$ cat config.mk
export PLATFORM = sky130hd
export DESIGN_NAME = rr_arb_flat
export DESIGN_NICKNAME = d
export VERILOG_FILES = /design/src/rtl/rr_arb_if.sv /design/src/rtl/rr_arb.sv /design/src/flat_wrapper.sv
export SDC_FILE = /design/constraint.sdc
export NUM_CORES = 1
export LEC_CHECK = 0
export BUFFER_PORTS_ARGS = -buffer_cell sky130_fd_sc_hd__buf_2
export CAP_MARGIN = 20
export CORE_MARGIN = 1.5
export CORE_UTILIZATION = 50
export CTS_CLUSTER_SIZE = 30
export DETAILED_ROUTE_END_ITERATION = 16
export HOLD_SLACK_MARGIN = 0.03
export MAX_ROUTING_LAYER = met4
export PLACE_DENSITY = 0.8
export SYNTH_ARGS = -nofsm -noshare
export SYNTH_HDL_FRONTEND = slang
export SYNTH_SLANG_ARGS = --single-unit
$ cat constraint.sdc
create_clock -name clock -period 3.7 [get_ports clock]
set_clock_uncertainty 0.2 [all_clocks]
set_input_delay 0.74 -clock clock [delete_from_list [all_inputs] [get_ports clock]]
set_output_delay 0.74 -clock clock [all_outputs]
set_load 0.05 [all_outputs]
$ cat src/rtl/rr_arb_if.sv
// Request/grant bundle for rr_arb: requester side drives en/req, arbiter returns
// registered grant plus a combinational any-request flag and debug visibility of its state.
interface rr_arb_if #(
  parameter int NUM_REQ = 8
);
  localparam int IW = $clog2(NUM_REQ);

  // Handshake: a requester holds req[i] high for as long as it wants service;
  // gnt[i] high means it owns the resource this cycle, and dropping req[i]
  // releases it at the next edge (no separate ready/ack).
  logic               en;
  logic [NUM_REQ-1:0] req;
  logic [NUM_REQ-1:0] gnt;
  logic [IW-1:0]      gnt_idx;
  logic               gnt_valid;
  logic               req_up;
  logic               dbg_busy;
  logic [IW-1:0]      dbg_ptr;

  modport master (
    output en, req,
    input  gnt, gnt_idx, gnt_valid, req_up, dbg_busy, dbg_ptr
  );

  modport slave (
    input  en, req,
    output gnt, gnt_idx, gnt_valid, req_up, dbg_busy, dbg_ptr
  );
endinterface

$ cat src/rtl/rr_arb.sv
// Round-robin arbiter with grant lock and a rotating priority pointer.
// Optional macro RR_ARB_MAX_HOLD_EN limits a holder to MAX_HOLD cycles while others wait.
module rr_arb #(
  parameter int NUM_REQ  = 8,
  parameter int MAX_HOLD = 4
) (
  input  logic     clock,
  input  logic     reset_n,
  rr_arb_if.slave  bus
);
  localparam int IW = $clog2(NUM_REQ);

  typedef enum logic {IDLE = 1'b0, BUSY = 1'b1} state_e;

  state_e             state_q, state_d;
  logic [IW-1:0]      ptr_q, ptr_d;
  logic [IW-1:0]      idx_q, idx_d;
  logic [NUM_REQ-1:0] gnt_q, gnt_d;
  logic [IW-1:0]      cand;
  logic [IW-1:0]      win_idx;
  logic [IW-1:0]      win_ptr;
  logic               win_found;
  logic               force_off;

  if (NUM_REQ < 2 || NUM_REQ > 64) begin : g_bad_num_req
    $error("rr_arb: NUM_REQ must be in 2..64");
  end
  if (MAX_HOLD < 1) begin : g_bad_max_hold
    $error("rr_arb: MAX_HOLD must be >= 1");
  end

`ifdef RR_ARB_MAX_HOLD_EN
  localparam int CW = $clog2(MAX_HOLD + 1);
  logic [CW-1:0] cnt_q, cnt_d;

  // Only yield when somebody else is actually waiting.
  assign force_off = (state_q == BUSY) && (cnt_q >= CW'(MAX_HOLD)) &&
                     (|(bus.req & ~gnt_q));

  always_ff @(posedge clock or negedge reset_n) begin
    if (!reset_n) cnt_q <= '0;
    else          cnt_q <= cnt_d;
  end
`else
  assign force_off = 1'b0;
`endif

  // First set request at or after ptr, wrapping at NUM_REQ (works for non power-of-2).
  always_comb begin
    win_found = 1'b0;
    win_idx   = '0;
    cand      = '0;
    for (int k = 0; k < NUM_REQ; k++) begin
      cand = (int'(ptr_q) + k >= NUM_REQ) ? IW'(int'(ptr_q) + k - NUM_REQ)
                                          : IW'(int'(ptr_q) + k);
      if (!win_found && bus.req[cand]) begin
        win_found = 1'b1;
        win_idx   = cand;
      end
    end
    win_ptr = (win_idx == IW'(NUM_REQ - 1)) ? '0 : IW'(win_idx + 1'b1);
  end

  always_comb begin
    state_d = state_q;
    ptr_d   = ptr_q;
    idx_d   = idx_q;
    gnt_d   = gnt_q;
`ifdef RR_ARB_MAX_HOLD_EN
    cnt_d   = cnt_q;
`endif
    if (!bus.en) begin
      state_d = IDLE;
      idx_d   = '0;
      gnt_d   = '0;
`ifdef RR_ARB_MAX_HOLD_EN
      cnt_d   = '0;
`endif
    end else if (state_q == IDLE || !bus.req[idx_q] || force_off) begin
      if (win_found) begin
        state_d        = BUSY;
        ptr_d          = win_ptr;
        idx_d          = win_idx;
        gnt_d          = '0;
        gnt_d[win_idx] = 1'b1;
`ifdef RR_ARB_MAX_HOLD_EN
        cnt_d          = CW'(1);
`endif
      end else begin
        state_d = IDLE;
        idx_d   = '0;
        gnt_d   = '0;
`ifdef RR_ARB_MAX_HOLD_EN
        cnt_d   = '0;
`endif
      end
    end else begin
`ifdef RR_ARB_MAX_HOLD_EN
      cnt_d = (cnt_q >= CW'(MAX_HOLD)) ? CW'(1) : CW'(cnt_q + 1'b1);
`endif
    end
  end

  always_ff @(posedge clock or negedge reset_n) begin
    if (!reset_n) begin
      state_q <= IDLE;
      ptr_q   <= '0;
      idx_q   <= '0;
      gnt_q   <= '0;
    end else begin
      state_q <= state_d;
      ptr_q   <= ptr_d;
      idx_q   <= idx_d;
      gnt_q   <= gnt_d;
    end
  end

  assign bus.gnt       = gnt_q;
  assign bus.gnt_idx   = idx_q;
  assign bus.gnt_valid = (state_q == BUSY);
  assign bus.req_up    = |bus.req;
  assign bus.dbg_busy  = (state_q == BUSY);
  assign bus.dbg_ptr   = ptr_q;
endmodule

$ cat src/flat_wrapper.sv
// flat-port wrapper written by rule: the top's interface ports become plain ports
module rr_arb_flat 
#(
  parameter int NUM_REQ  = 8,
  parameter int MAX_HOLD = 4
)
  (clock, reset_n, bus_en, bus_req, bus_gnt, bus_gnt_idx, bus_gnt_valid, bus_req_up, bus_dbg_busy, bus_dbg_ptr);
  rr_arb_if #(.NUM_REQ(NUM_REQ)) bus_i ();
  input  logic clock;
  input  logic reset_n;
  input wire logic [$bits(bus_i.en)-1:0] bus_en;
  input wire logic [$bits(bus_i.req)-1:0] bus_req;
  output wire logic [$bits(bus_i.gnt)-1:0] bus_gnt;
  output wire logic [$bits(bus_i.gnt_idx)-1:0] bus_gnt_idx;
  output wire logic [$bits(bus_i.gnt_valid)-1:0] bus_gnt_valid;
  output wire logic [$bits(bus_i.req_up)-1:0] bus_req_up;
  output wire logic [$bits(bus_i.dbg_busy)-1:0] bus_dbg_busy;
  output wire logic [$bits(bus_i.dbg_ptr)-1:0] bus_dbg_ptr;
  assign bus_i.en = bus_en;
  assign bus_i.req = bus_req;
  assign bus_gnt = bus_i.gnt;
  assign bus_gnt_idx = bus_i.gnt_idx;
  assign bus_gnt_valid = bus_i.gnt_valid;
  assign bus_req_up = bus_i.req_up;
  assign bus_dbg_busy = bus_i.dbg_busy;
  assign bus_dbg_ptr = bus_i.dbg_ptr;
  rr_arb #(.NUM_REQ(NUM_REQ), .MAX_HOLD(MAX_HOLD)) u_core (.clock(clock), .reset_n(reset_n), .bus(bus_i));
endmodule
==> run_results.csv <==
group,metric,value,unit
run_status,status,"finished clean",
run,drv_cap,0,
setup_path,crit_path_start_kind,"flop",
timing,setup_tns,0,ps
routing,wire_per_inst,17.32,µm
timing,post-route-period-util,88.77,%
die,start_util,51.87,%
clocking,cts_max_path_buffers,2,
synth,synth_warnings,0,
synth,syn-num-nets,169,
synth,synthMuxAreaShare,29.80,%
synth,synthDistinctLibCells,53,
timing,max_freq,304.5,MHz
die,dieWidth,58.82,µm
routing,drt-initial-drc-count,82,
clocking,numCtsBuffers,3,
clocking,cts_tree,"done",
synth,seq_area_frac_synth,24.10,%
clocking,clk_pin_slew,90,ps
placed_design,io_buffers,27,
synth,synth_top_family_by_area,"multiplexers",
synth,synth_fa_ha_area_share,2.410,%
setup_path,crit_path_end_kind,"flop",
setup_path,critPathArrivalTime,3250,ps
global_route,grt_start_max_net_pins,21,
hold_path,min_path_type,"input pin to async pin",
timing,tightestPinTransition,722.3,ps
timing,grt_setup_unrepaired,"false",
placed_design,dp_cells,208,
routing,viasPerCell,6.509,
setup_path,crit_slowest_cell,"mux4_2",
routing,vias,1380,
layout,syn2layout_area_growth,10.84,%
placed_design,gp_congestion,0.9187,
synth,ys_top_cells_by_area,"dfrtp_1, mux4_2, mux2i_1",
clocking,hold_buffers,0,
layout,fillers,257,
layout,antenna_cells,0,
global_route,first_global_vias,1307,
setup_path,crit_family,"compound AO/OA/AOI/OAI gates",
timing,setup_viol,0,
synth,synth_xor_area_share,3.373,%
timing,slew_headroom,51.85,%
global_route,track_usage,23.32,%
die,row_count,20,
synth,synth_flop_cell,"dfrtp_1",
routing,route.antenna.remaining_nets,0,
setup_path,cpPeakStageDelay,590,ps
setup_path,crit_path_max_fanout,10,
synth,post-synth-top-count-cell,"nand2_1",
setup_path,crit_chain,"inv_1 > ha_1 > mux4_2 > mux2i_1 > a32o_1 > nand3_1 > o221ai_1 > o211a_1 > xnor2_1 > a21oi_1",
synth,synth.top_cell.area_share,24.10,%
synth,synth-async-reset-ratio,100.0,%
layout,multi_input_area,0.001085,mm²
global_route,grt_pass1_wl,6.078,mm
placed_design,dp_hpwl,2.769,mm
die,die_h,58.82,µm
die,die_area,0.003459,mm²
routing,routed_wl,3.672,mm
clocking,cts_sinks,15,
synth,syn_inst,155,
clocking,clockRootBuffer,"clkbuf_4",
routing,drc,0,
setup_path,worstPathRequired,3660,ps
clocking,insertion_delay,280,ps
timing,slew_violations,0,
layout,fin_nets,194,
synth,ys_seq_elements,15,
clocking,cts_resized,0,
clocking,post_cts_buffers,0,
global_route,overflow,0,
layout,regArea,377.9,µm²
synth,synthesis.area,0.001558,mm²
layout,drive_gt1_share,32.40,%
clocking,ctsHtreeMaxLevel,1,
global_route,antenna_found_initial,0,
timing,period_needed,3284,ps
setup_path,cp_num_buf_inv,1,
synth,synth_top_area_cell,"dfrtp_1",
layout,fin_cells,212,
synth,synthTopCellsByCount,"nand2_1, dfrtp_1, nor2_1, mux2i_1, mux4_2",
routing,firstDrtPassIters,4,
die,fp.coreArea,0.003003,mm²
synth,synth_edf_count,0,
timing,final_hold_viol_count,0,
die,pin_count,28,
synth,avgSynthCellArea,10.05,µm²
synth,yosys.area_share.simple,15.58,%
setup_path,crit_type,"flop to flop",
synth,synth-compound-area-share,18.47,%
[layout make-up]
cell class              instances  area share, %
multi-input cells             121          62.83
flip-flops and latches         15          21.88
repair buffers                 31          9.565
well taps                      33          2.391
inverters                       8          1.739
clock buffers                   3          1.304
clock inverters                 1         0.2899
[metrics by stage]
| stage | hold slack, ps | instance area [µm²] | utilization [%] | setup WS [ps] |
|---|---|---|---|---|
| after detailed placement | 268.9 | 1699 | 56.58 | 346.2 |
| after CTS | 144.1 | 1727 | 57.50 | 435.9 |
| after global placement | 262.0 | 1699 | 56.58 | 422.2 |
| after global routing | 144.4 | 1727 | 57.50 | 193.2 |
| after floorplan | 244.4 | 1569 | - | 18.82 |
| final | 133.1 | 1727 | 57.50 | 415.6 |
[state kept, by name (all words and copies together) (netlist names)]
| signal | cells |
|---|---|
| u_core.bus.gnt_idx | 3 |
| u_core.bus.dbg_busy | 1 |
| u_core.bus.gnt | 8 |
| u_core.bus.dbg_ptr | 3 |
[layout by cell type, fill, tap and decap left out, types with 2 or more instances in the layout]
cell type  count
and3_1         2
dfrtp_2        2
inv_1          6
buf_4          4
mux2_2         5
a22o_1         2
mux2i_1        9
nor4_1         2
inv_2          2
xnor2_1        4
o21ai_0        3
mux4_2         9
a21oi_1        4
mux4_1         3
a32o_1         6
nor3b_1        2
nor2_1        10
nand2_1       17
buf_2         27
a22oi_1        2
ha_1           3
xor2_1         2
dfrtp_1       13
nand3_1        3
clkbuf_4       3
and2_1         2
o31ai_1        4
nand4_1        3
[per-layer routing]
metal / wire length, µm / vias to the layer above / global-route usage [%]
met3: 149 / 2 / 3.077
met1: 1583 / 684 / 30.57
li1: - / 654 / -
met5: 0 / - / -
met2: 1931 / 40 / 39.37
met4: 7 / 0 / 3.896
[worst paths after layout]
kind                            slack (ps)                              start                                 to  cells past startpoint
worst max-delay path                   420  u_core.bus.dbg_ptr[0]$_DFFE_PN0P_  u_core.bus.dbg_ptr[2]$_DFFE_PN0P_                     10
worst min-delay path                   130                            reset_n      u_core.bus.gnt[1]$_DFFE_PN0P_                      1
worst max register to register         420  u_core.bus.dbg_ptr[0]$_DFFE_PN0P_  u_core.bus.dbg_ptr[2]$_DFFE_PN0P_                     10
worst min register to register         280      u_core.bus.gnt[0]$_DFFE_PN0P_      u_core.bus.gnt[0]$_DFFE_PN0P_                      2
max in group asynchronous             2900                            reset_n  u_core.bus.dbg_ptr[0]$_DFFE_PN0P_                      1
min in group clock                     280      u_core.bus.gnt[0]$_DFFE_PN0P_      u_core.bus.gnt[0]$_DFFE_PN0P_                      2
[logic make-up (layout without fill, tap and decap cells)]
kind of cell               Yosys count  in the layout
muxes                               28             28
xor gates and xnor gates             6              6
buffers and inverters               19             43
adders and majority gates            3              3
and+or+nand+nor                     48             48
AOI/OAI and AO/OA                   36             36
DFF                                 15             15
Power is not shown: default switching activity piles up to over one toggle a cycle in this logic, so the estimate is an artifact.
